<file path="src/rtl/fir_pkg.sv">
// Shared definitions for the FIR datapath: default widths, the guard-bit
// width derivation, saturation bounds and common sample/accumulator types.
package fir_pkg;

    localparam int FIR_DATA_WIDTH  = 18;
    localparam int FIR_COEFF_WIDTH = 18;
    localparam int FIR_N_TAPS      = 4;

    // Full-precision accumulator width: product width plus one guard bit per
    // doubling of the tap count, so the tap sum can never wrap.
    function automatic int calc_in_width(input int data_w, input int coeff_w, input int taps);
        return data_w + coeff_w + $clog2(taps);
    endfunction

    localparam int FIR_IN_WIDTH = calc_in_width(FIR_DATA_WIDTH, FIR_COEFF_WIDTH, FIR_N_TAPS);

    localparam logic signed [FIR_DATA_WIDTH-1:0] SAT_MAX = {1'b0, {(FIR_DATA_WIDTH-1){1'b1}}};
    localparam logic signed [FIR_DATA_WIDTH-1:0] SAT_MIN = {1'b1, {(FIR_DATA_WIDTH-1){1'b0}}};

    typedef logic signed [FIR_DATA_WIDTH-1:0] sample_t;
    typedef logic signed [FIR_IN_WIDTH-1:0]   acc_t;

endpackage

</file>
<file path="src/rtl/fir_sync_fifo.sv">
// Single-clock show-ahead FIFO with occupancy count. The head entry is always
// presented on rd_data while rd_valid is high; rd_en pops it. Depth must be a
// power of two so the pointers wrap naturally.
module fir_sync_fifo #(
    parameter int WIDTH = 18,
    parameter int DEPTH = 4
) (
    input  logic                       clk,
    input  logic                       reset,
    input  logic                       wr_en,
    input  logic [WIDTH-1:0]           wr_data,
    input  logic                       rd_en,
    output logic [WIDTH-1:0]           rd_data,
    output logic                       rd_valid,
    output logic [$clog2(DEPTH):0]     count
);

    localparam int AW = $clog2(DEPTH);
    localparam int CW = AW + 1;
    localparam logic [CW-1:0] FULL_COUNT = CW'(DEPTH);

    logic [WIDTH-1:0] mem [DEPTH];
    logic [AW-1:0]    wr_ptr;
    logic [AW-1:0]    rd_ptr;
    logic             push;
    logic             pop;

    // A pop is only honoured with data present; a push at full is only
    // honoured when the head leaves in the same cycle.
    assign pop      = rd_en && (count != '0);
    assign push     = wr_en && ((count != FULL_COUNT) || pop);
    assign rd_valid = (count != '0);
    assign rd_data  = mem[rd_ptr];

    // Storage, pointers and occupancy; storage is cleared so the head reads 0 after reset.
    always_ff @(posedge clk or posedge reset) begin
        if (reset) begin
            for (int i = 0; i < DEPTH; i++) begin
                mem[i] <= '0;
            end
            wr_ptr <= '0;
            rd_ptr <= '0;
            count  <= '0;
        end else begin
            if (push) begin
                mem[wr_ptr] <= wr_data;
                wr_ptr      <= wr_ptr + 1'b1;
            end
            if (pop) begin
                rd_ptr <= rd_ptr + 1'b1;
            end
            case ({push, pop})
                2'b10:   count <= count + 1'b1;
                2'b01:   count <= count - 1'b1;
                default: count <= count;
            endcase
        end
    end

endmodule

</file>
<file path="src/rtl/fir_result_requant.sv">
// Requantizer after the FIR core: rounds (half toward +inf), arithmetic-shifts
// and saturates the full-precision result down to sample width, then buffers
// it in a show-ahead FIFO behind a valid/ready output. in_ready is a
// conservative credit back to the FIR enable logic; anything offered without
// credit is dropped and latched in the sticky overflow flag.
// Optional build macro FIR_REQUANT_SAT_COUNT_EN adds a saturating 16-bit count
// of saturation events on sat_count; without it sat_count is tied to zero.
module fir_result_requant
    import fir_pkg::*;
#(
    parameter int DATA_WIDTH  = FIR_DATA_WIDTH,
    parameter int COEFF_WIDTH = FIR_COEFF_WIDTH,
    parameter int N_TAPS      = FIR_N_TAPS,
    parameter int IN_WIDTH    = calc_in_width(DATA_WIDTH, COEFF_WIDTH, N_TAPS),
    parameter int SHIFT       = 4,
    parameter int FIFO_DEPTH  = 4
) (
    input  logic                         clk,
    input  logic                         reset,
    input  logic                         in_valid,
    input  logic signed [IN_WIDTH-1:0]   in_data,
    output logic                         in_ready,
    output logic                         out_valid,
    input  logic                         out_ready,
    output logic signed [DATA_WIDTH-1:0] out_data,
    output logic                         sat_flag,
    output logic                         overflow,
    output logic [15:0]                  sat_count
);

    localparam int CNT_W  = $clog2(FIFO_DEPTH) + 1;
    localparam int WIDE_W = IN_WIDTH + 1;

    // One extra bit of headroom keeps the rounding add from wrapping.
    localparam logic signed [WIDE_W-1:0] ROUND_BIAS = {{(WIDE_W-1){1'b0}}, 1'b1} << (SHIFT-1);

    localparam logic signed [WIDE_W-1:0] SAT_HI_W = {{(WIDE_W-DATA_WIDTH+1){1'b0}}, {(DATA_WIDTH-1){1'b1}}};
    localparam logic signed [WIDE_W-1:0] SAT_LO_W = {{(WIDE_W-DATA_WIDTH+1){1'b1}}, {(DATA_WIDTH-1){1'b0}}};
    localparam logic signed [DATA_WIDTH-1:0] SAT_HI_D = {1'b0, {(DATA_WIDTH-1){1'b1}}};
    localparam logic signed [DATA_WIDTH-1:0] SAT_LO_D = {1'b1, {(DATA_WIDTH-1){1'b0}}};

    localparam logic [CNT_W:0] FULL_LEVEL = (CNT_W+1)'(FIFO_DEPTH);

    logic signed [WIDE_W-1:0]     in_wide;
    logic signed [WIDE_W-1:0]     rounded;
    logic signed [WIDE_W-1:0]     s1_data;
    logic                         s1_valid;
    logic                         accept;
    logic                         sat_hi;
    logic                         sat_lo;
    logic                         sat_event;
    logic signed [DATA_WIDTH-1:0] sat_data;
    logic [CNT_W-1:0]             fifo_count;

    assign in_wide = {in_data[IN_WIDTH-1], in_data};
    assign rounded = (in_wide + ROUND_BIAS) >>> SHIFT;

    // The sample in stage 1 already owns a FIFO slot, and a same-cycle pop is
    // not credited, so the FIFO can never be written while full.
    assign in_ready = ({1'b0, fifo_count} + {{CNT_W{1'b0}}, s1_valid}) < FULL_LEVEL;
    assign accept   = in_valid && in_ready;

    // Stage 1: capture the rounded, shifted result on the accept edge.
    always_ff @(posedge clk or posedge reset) begin
        if (reset) begin
            s1_valid <= 1'b0;
            s1_data  <= '0;
        end else begin
            s1_valid <= accept;
            if (accept) begin
                s1_data <= rounded;
            end
        end
    end

    // Stage 2: clamp the stage-1 value into the signed sample range.
    always_comb begin
        sat_hi   = (s1_data > SAT_HI_W);
        sat_lo   = (s1_data < SAT_LO_W);
        sat_data = s1_data[DATA_WIDTH-1:0];
        if (sat_hi) begin
            sat_data = SAT_HI_D;
        end else if (sat_lo) begin
            sat_data = SAT_LO_D;
        end
    end

    assign sat_event = s1_valid && (sat_hi || sat_lo);

    // Saturation pulse aligned with the FIFO write, and sticky drop detection.
    always_ff @(posedge clk or posedge reset) begin
        if (reset) begin
            sat_flag <= 1'b0;
            overflow <= 1'b0;
        end else begin
            sat_flag <= sat_event;
            if (in_valid && !in_ready) begin
                overflow <= 1'b1;
            end
        end
    end

`ifdef FIR_REQUANT_SAT_COUNT_EN
    logic [15:0] sat_cnt_q;

    // Count saturation events, holding at all-ones instead of wrapping.
    always_ff @(posedge clk or posedge reset) begin
        if (reset) begin
            sat_cnt_q <= 16'd0;
        end else if (sat_event && (sat_cnt_q != 16'hFFFF)) begin
            sat_cnt_q <= sat_cnt_q + 16'd1;
        end
    end

    assign sat_count = sat_cnt_q;
`else
    assign sat_count = 16'd0;
`endif

    fir_sync_fifo #(
        .WIDTH (DATA_WIDTH),
        .DEPTH (FIFO_DEPTH)
    ) u_fifo (
        .clk      (clk),
        .reset    (reset),
        .wr_en    (s1_valid),
        .wr_data  (sat_data),
        .rd_en    (out_ready),
        .rd_data  (out_data),
        .rd_valid (out_valid),
        .count    (fifo_count)
    );

endmodule

</file>
<file path="config.mk">
export PLATFORM = sky130hd
export DESIGN_NAME = fir_result_requant
export DESIGN_NICKNAME = d
export VERILOG_FILES = /design/src/rtl/fir_pkg.sv /design/src/rtl/fir_sync_fifo.sv /design/src/rtl/fir_result_requant.sv
export SDC_FILE = /design/constraint.sdc
export NUM_CORES = 1
export LEC_CHECK = 0
export CAP_MARGIN = 20
export CORE_MARGIN = 2
export CORE_UTILIZATION = 48
export CTS_CLUSTER_SIZE = 30
export DETAILED_ROUTE_END_ITERATION = 8
export GPL_TIMING_DRIVEN = 0
export PLACE_DENSITY = 0.77
export SYNTH_ARGS = -nofsm -noshare
export SYNTH_HDL_FRONTEND = slang
export SYNTH_SLANG_ARGS = --single-unit
</file>
<file path="constraint.sdc">
create_clock -name clk -period 8.69 [get_ports clk]
set_clock_uncertainty 0.15 [all_clocks]
set_input_delay 0.869 -clock clk [delete_from_list [all_inputs] [get_ports clk]]
set_output_delay 0.869 -clock clk [all_outputs]
set_load 0.01 [all_outputs]
</file>
# Word level (Yosys, flattened, before mapping)
# Index checks and enable logic that the tools add are counted.
[op_classes]
addsub = 6
n_lt_le_gt_ge = 6
n_eq_ne = 3
muxes = 9
bitwise = 2
reduce_logical = 11
[ops]
columns = ["cell", "count"]
rows = [
  ["$mux W18", 5],
  ["$bwmux W72", 1],
  ["$add A38 B5 Y39 const B", 1],
  ["$bmux W18 S2", 1],
  ["$demux W18 S2", 1],
  ["$gt A35 B18 Y1 const B", 1],
  ["$lt A35 B18 Y1 const B", 1],
  ["$ge A3 B3 Y1 const B", 2],
  ["$logic_and A1 B1 Y1", 6],
  ["$not A2 Y3", 2],
  ["$pmux W3 S2", 1],
  ["$add A2 B1 Y2 const B", 2],
  ["$add A3 B1 Y4", 1],
  ["$lt A4 B3 Y1 const B", 1],
  ["$add A3 B1 Y3 const B", 1],
  ["$lt A3 B1 Y1 const B", 1],
  ["$ne A3 B3 Y1 const B", 1],
  ["$reduce_bool A3 Y1", 1],
  ["$sub A3 B1 Y3 const B", 1],
  ["$eq A2 B1 Y1 const B", 1],
  ["$eq A2 B2 Y1 const B", 1],
  ["$logic_or A1 B1 Y1", 2],
  ["$reduce_bool A2 Y1", 1],
  ["$logic_not A1 Y1", 1],
]
[totals]
regBits = 117
elab_cells = 48

# Logic depth before layout (Yosys ltp)
[depth]
word_depth = 6
depth_mapped = 10
depth_no_buf = 9

# By module
# Synthesis repeated with hierarchy kept, for this count alone.
[hier_totals]
cells_unflattened = 504
area_unflattened_um2 = 5958.2
[by_module_without_submodules]
columns = ["mod", "n_inst", "cells_per_inst", "area_each_um2", "seq_area_each_um2"]
rows = [
  ["fir_sync_fifo", 1, 211, 3527.1, 1976.9],
  ["fir_result_requant", 1, 293, 2431.1, 950.9],
]

# Worst setup path before layout
# OpenSTA, ideal clock, no wires.
[synth_timing]
path_kind = "in2reg"
start = "in out_ready"
end = "reg u_fifo.count[2]"
setup_time_ns = 0.080
arrival_time_ns = 2.552
path_slack_ns = 5.908
path_stages = 9
cell_sequence = "o41a_1 > buf_2 > inv_1 > ha_1 > inv_1 > fa_1 > xor2_1 > nor2_1 > xnor2_1"
[synth_between]
elab_chain_len = 5
word_cells_on_any_way = 7
cone_classes = "2 x eq/ne; 1 x mux; 4 x reduce/logical"
[synth_lines]
columns = ["element", "line", "text"]
rows = [
  ["start: declaration", "fir_result_requant.sv:24", "input logic out_ready,"],
  ["$logic_and A1 B1 Y1 *", "fir_sync_fifo.sv:30", "assign pop = rd_en && (count != '0);"],
  ["$logic_or A1 B1 Y1", "fir_sync_fifo.sv:31", "assign push = wr_en && ((count != FULL_COUNT) || pop);"],
  ["$logic_and A1 B1 Y1", "fir_sync_fifo.sv:31", ""],
  ["$eq A2 B1 Y1 / $eq A2 B2 Y1 (equally long branches)", "fir_sync_fifo.sv:52", "case ({push, pop})"],
  ["$pmux W3 S2 / $reduce_bool A2 Y1 (equally long branches)", "n/a", ""],
  ["end signal: assignment", "fir_sync_fifo.sv:53", "2'b10: count <= count + 1'b1;"],
  ["end signal: assignment", "fir_sync_fifo.sv:54", "2'b01: count <= count - 1'b1;"],
  ["end signal: assignment", "fir_sync_fifo.sv:55", "default: count <= count;"],
  ["end: declaration", "fir_sync_fifo.sv:15", "output logic [$clog2(DEPTH):0] count"],
]
# Mark *: on every way between the ends. The rest lies on a longest branch, timed or not.
# A chain may end at the register's enable or synchronous reset.

# Worst setup path after layout
[layout_timing]
start = "reg u_fifo.rd_ptr[1]"
end = "out out_data[8]"
[layout_between]
elab_chain_len = 4
[layout_lines]
columns = ["element", "line", "text"]
rows = [
  ["start: declaration", "fir_sync_fifo.sv:24", "logic [AW-1:0] rd_ptr;"],
  ["start signal: assignment", "fir_sync_fifo.sv:50", "rd_ptr <= rd_ptr + 1'b1;"],
  ["$not A2 Y3 (not written as such)", "fir_sync_fifo.sv:33", "assign rd_data = mem[rd_ptr];"],
  ["$bmux W18 S2", "fir_sync_fifo.sv:33", ""],
  ["$mux W18 (not written as such) (2 in series)", "fir_sync_fifo.sv:33", ""],
  ["end: declaration", "fir_result_requant.sv:25", "output logic signed [DATA_WIDTH-1:0] out_data,"],
]
# No other way between the ends. The select of a mux whose other input is x is not followed.

==> impl_metrics.py <==
metrics = {
    "logic_synthesis": {
        "mappedNetlistArea_mm2": 0.00572,
        "syn_area_per_cell_um2": 10.3,
        "yosys_warnings": 0,
        "ys_top_cells_by_area": "dfrtp_1, nand2_1, mux4_2",
        "async_flop_share": 1.00,
        "netlist_instances": 553,
        "ys_types": 39,
        "synth_top_area_share": 0.512,
        "synth_flop_cell": "dfrtp_1",
        "ys_ff_latch": 117,
        "synth_edf_count": 0,
        "yosysMostFrequentCell": "nand2_1",
        "synth_commonest_cells": "nand2_1, dfrtp_1, o21ai_0",
        "seq_area_frac_synth": 0.512,
        "synth_top_area_cell": "dfrtp_1",
    },
    "route": {
        "dr.pass1.iters": 7,
        "num_vias": 4425,
        "avgViaCountPerCell": 5.51,
        "wl_per_cell_um": 16.6,
        "wl_mm": 13.3,
        "drtIter0Drc": 366,
        "drc_errors": 4,
        "postRouteAntennaNets": 0,
    },
    "layout": {
        "nNetsFinal": 697,
        "final_cells": 803,
        "fill_cells": 903,
        "finalInstanceArea_mm2": 0.00718,
        "syn_to_final_growth_pct": 25.5,
        "diodes": 0,
        "utilization": 0.623,
        "layout-drive-gt1-share": 0.150,
    },
    "timing": {
        "grt_setup_unrepaired": "false",
        "fin_crit_ns": 3.79,
        "hold_violations": 0,
        "max_freq_mhz": 264,
        "hold_slack_ns": 0.325,
        "fin_ws_ns": 4.90,
        "worstMarginPinSlew_ns": 0.837,
        "setup_tns_ns": 0,
        "period_share": 0.437,
        "finalSetupViolCount": 0,
        "slew-limit-headroom": 0.442,
        "maxSlewViolCount": 0,
    },
    "grt": {
        "grt_overflow_total": 0,
        "grt_max_degree": 62,
        "grt_usage": 0.221,
        "grt_pass1_vias": 4529,
        "antenna_found_initial": 0,
        "grt_pass1_wl_mm": 22.1,
    },
    "floorplan": {
        "core-area_mm2": 0.0115,
        "die_x_um": 113,
        "num_rows": 39,
        "die_h_um": 113,
        "pin_count": 80,
        "die_area_mm2": 0.0128,
        "start_util": 0.497,
    },
    "power_and_ir_drop": {
        "total_power_mw": 2.59,
        "peakVddDrop_v": 0.000165,
        "leakage_nw": 3.17,
        "p_per_area_mw_per_mm2": 362,
    },
    "critical_path": {
        "cp-start-kind": "register",
        "slowest_delay_ns": 0.59,
        "r2r_slack_ns": 6.18,
        "critical_path_arrival_ns": 2.77,
        "path_class": "register to output pin",
        "cpMostUsedCell": "clkbuf_1",
        "cp_max_fo": 10,
        "cp_slowest_cell": "clkbuf_1",
        "critPathCaptureType": "output pin",
        "path_cells": "clkbuf_1 > clkbuf_1 > mux4_2 > clkdlybuf4s50_1",
        "cp.required_ns": 7.67,
    },
    "clocking": {
        "holdBufCountCts": 0,
        "cts_tree": "done",
        "cts_max_path_buffers": 2,
        "path_clk_slew_ns": 0.05,
        "htree_levels": 4,
        "ctsResizeCount": 0,
        "cts_buffers": 17,
        "insertion_delay_ns": 0.41,
        "cts.sinks": 117,
        "post-cts-setup-buffer-count": 0,
        "cts_root_buf": "clkbuf_16",
    },
    "placed_design": {
        "dpl-instance-area_mm2": 0.00659,
        "place_congestion": 0.855,
        "hpwl_mm": 9.16,
        "io_buffers": 60,
        "dp.cells": 772,
        "place_ws_ns": 5.29,
    },
    "run_status": {
        "status": "complete, but fails checks",
        "violations": "design-rule violations",
    },
    "flow_run": {
        "maxCapViolCount": 0,
    },
    "hold_path": {
        "min_path_type": "register to register",
    },
}
-- worst paths after layout --
| kind | depth (start not counted) | to | startpoint |
|---|---|---|---|
| min reg2reg | 2 | u_fifo.mem[68]$_DFFE_PP0P_ | u_fifo.mem[68]$_DFFE_PP0P_ |
| min | 2 | u_fifo.mem[68]$_DFFE_PP0P_ | u_fifo.mem[68]$_DFFE_PP0P_ |
| min in group asynchronous | 2 | u_fifo.mem[55]$_DFFE_PP0P_ | reset |
| max in group asynchronous | 3 | s1_data[22]$_DFFE_PP0P_ | reset |
| max reg2reg | 9 | u_fifo.count[2]$_DFFE_PP0P_ | u_fifo.count[1]$_DFFE_PP0P_ |
| max | 4 | out_data[8] | u_fifo.rd_ptr[1]$_DFFE_PP0P_ |
-- kinds of logic after synthesis --
family / share of synthesized area
compound gates: 0.0995
mux: 0.0844
other cells: 0.000656
xor+xnor: 0.0597
fa+ha+maj: 0.0166
buf+inv: 0.0505
simple gates: 0.177
flops: 0.512
-- routing by layer --
| layer | global-route usage | routed length, µm | vias up |
|---|---|---|---|
| li1 | - | - | 2069 |
| met4 | 0.0699 | 189 | 0 |
| met5 | 0 | 0 | - |
| met3 | 0.0450 | 832 | 18 |
| met1 | 0.284 | 5600 | 2176 |
| met2 | 0.377 | 6670 | 162 |
-- flip-flops by register name (all words and copies together), names as in the netlist --
signal,cells
u_fifo.rd_ptr,2
sat_flag,1
u_fifo.count,3
s1_valid,1
u_fifo.mem,72
s1_data,35
overflow,1
u_fifo.wr_ptr,2
-- final cells by class --
class                   instances  area [µm²]  area share
clock buffers                  21         460      0.0642
flip-flops and latches        117        2930       0.408
multi-input cells             401        2560       0.357
repair buffers                 61         628      0.0875
inverters                      12        47.5     0.00663
clock inverters                10         130      0.0181
plain buffers                  38         244      0.0340
well taps                     143         179      0.0249
-- power breakdown --
part	internal, mW	total (mW)	switching [mW]
Clock	0.461	0.697	0.236
Sequential	0.794	0.944	0.150
Combinational	0.454	0.953	0.500
Total	1.71	2.59	0.886
-- critical path: cells and delay by family (launching register included) --
kind | cells | cell delay [ns]
buffers and inverters | 3 | 1.62
multiplexers | 1 | 0.43
flip-flops | 1 | 0.31
-- layout by cell type (no fill, tap or decap), drive strengths merged --
| cell type | instances |
|---|---|
| inv | 12 |
| mux4 | 18 |
| nor3 | 5 |
| clkinvlp | 2 |
| nor4 | 7 |
| buf | 29 |
| mux2i | 1 |
| clkinv | 5 |
| conb | 16 |
| a31oi | 2 |
| mux2 | 6 |
| xnor2 | 15 |
| nand4 | 15 |
| o41a | 1 |
| nand3 | 20 |
| and2 | 1 |
| nand2 | 122 |
| bufinv | 3 |
| xor2 | 24 |
| dfrtp | 117 |
| and4 | 2 |
| nor2 | 26 |
| o21ai | 103 |
| and3 | 7 |
| ha | 6 |
| or4 | 1 |
| clkbuf | 31 |
| o21bai | 1 |
| o21a | 1 |
| clkdlybuf4s50 | 60 |
| fa | 1 |
(Power assumes the default switching activity.)
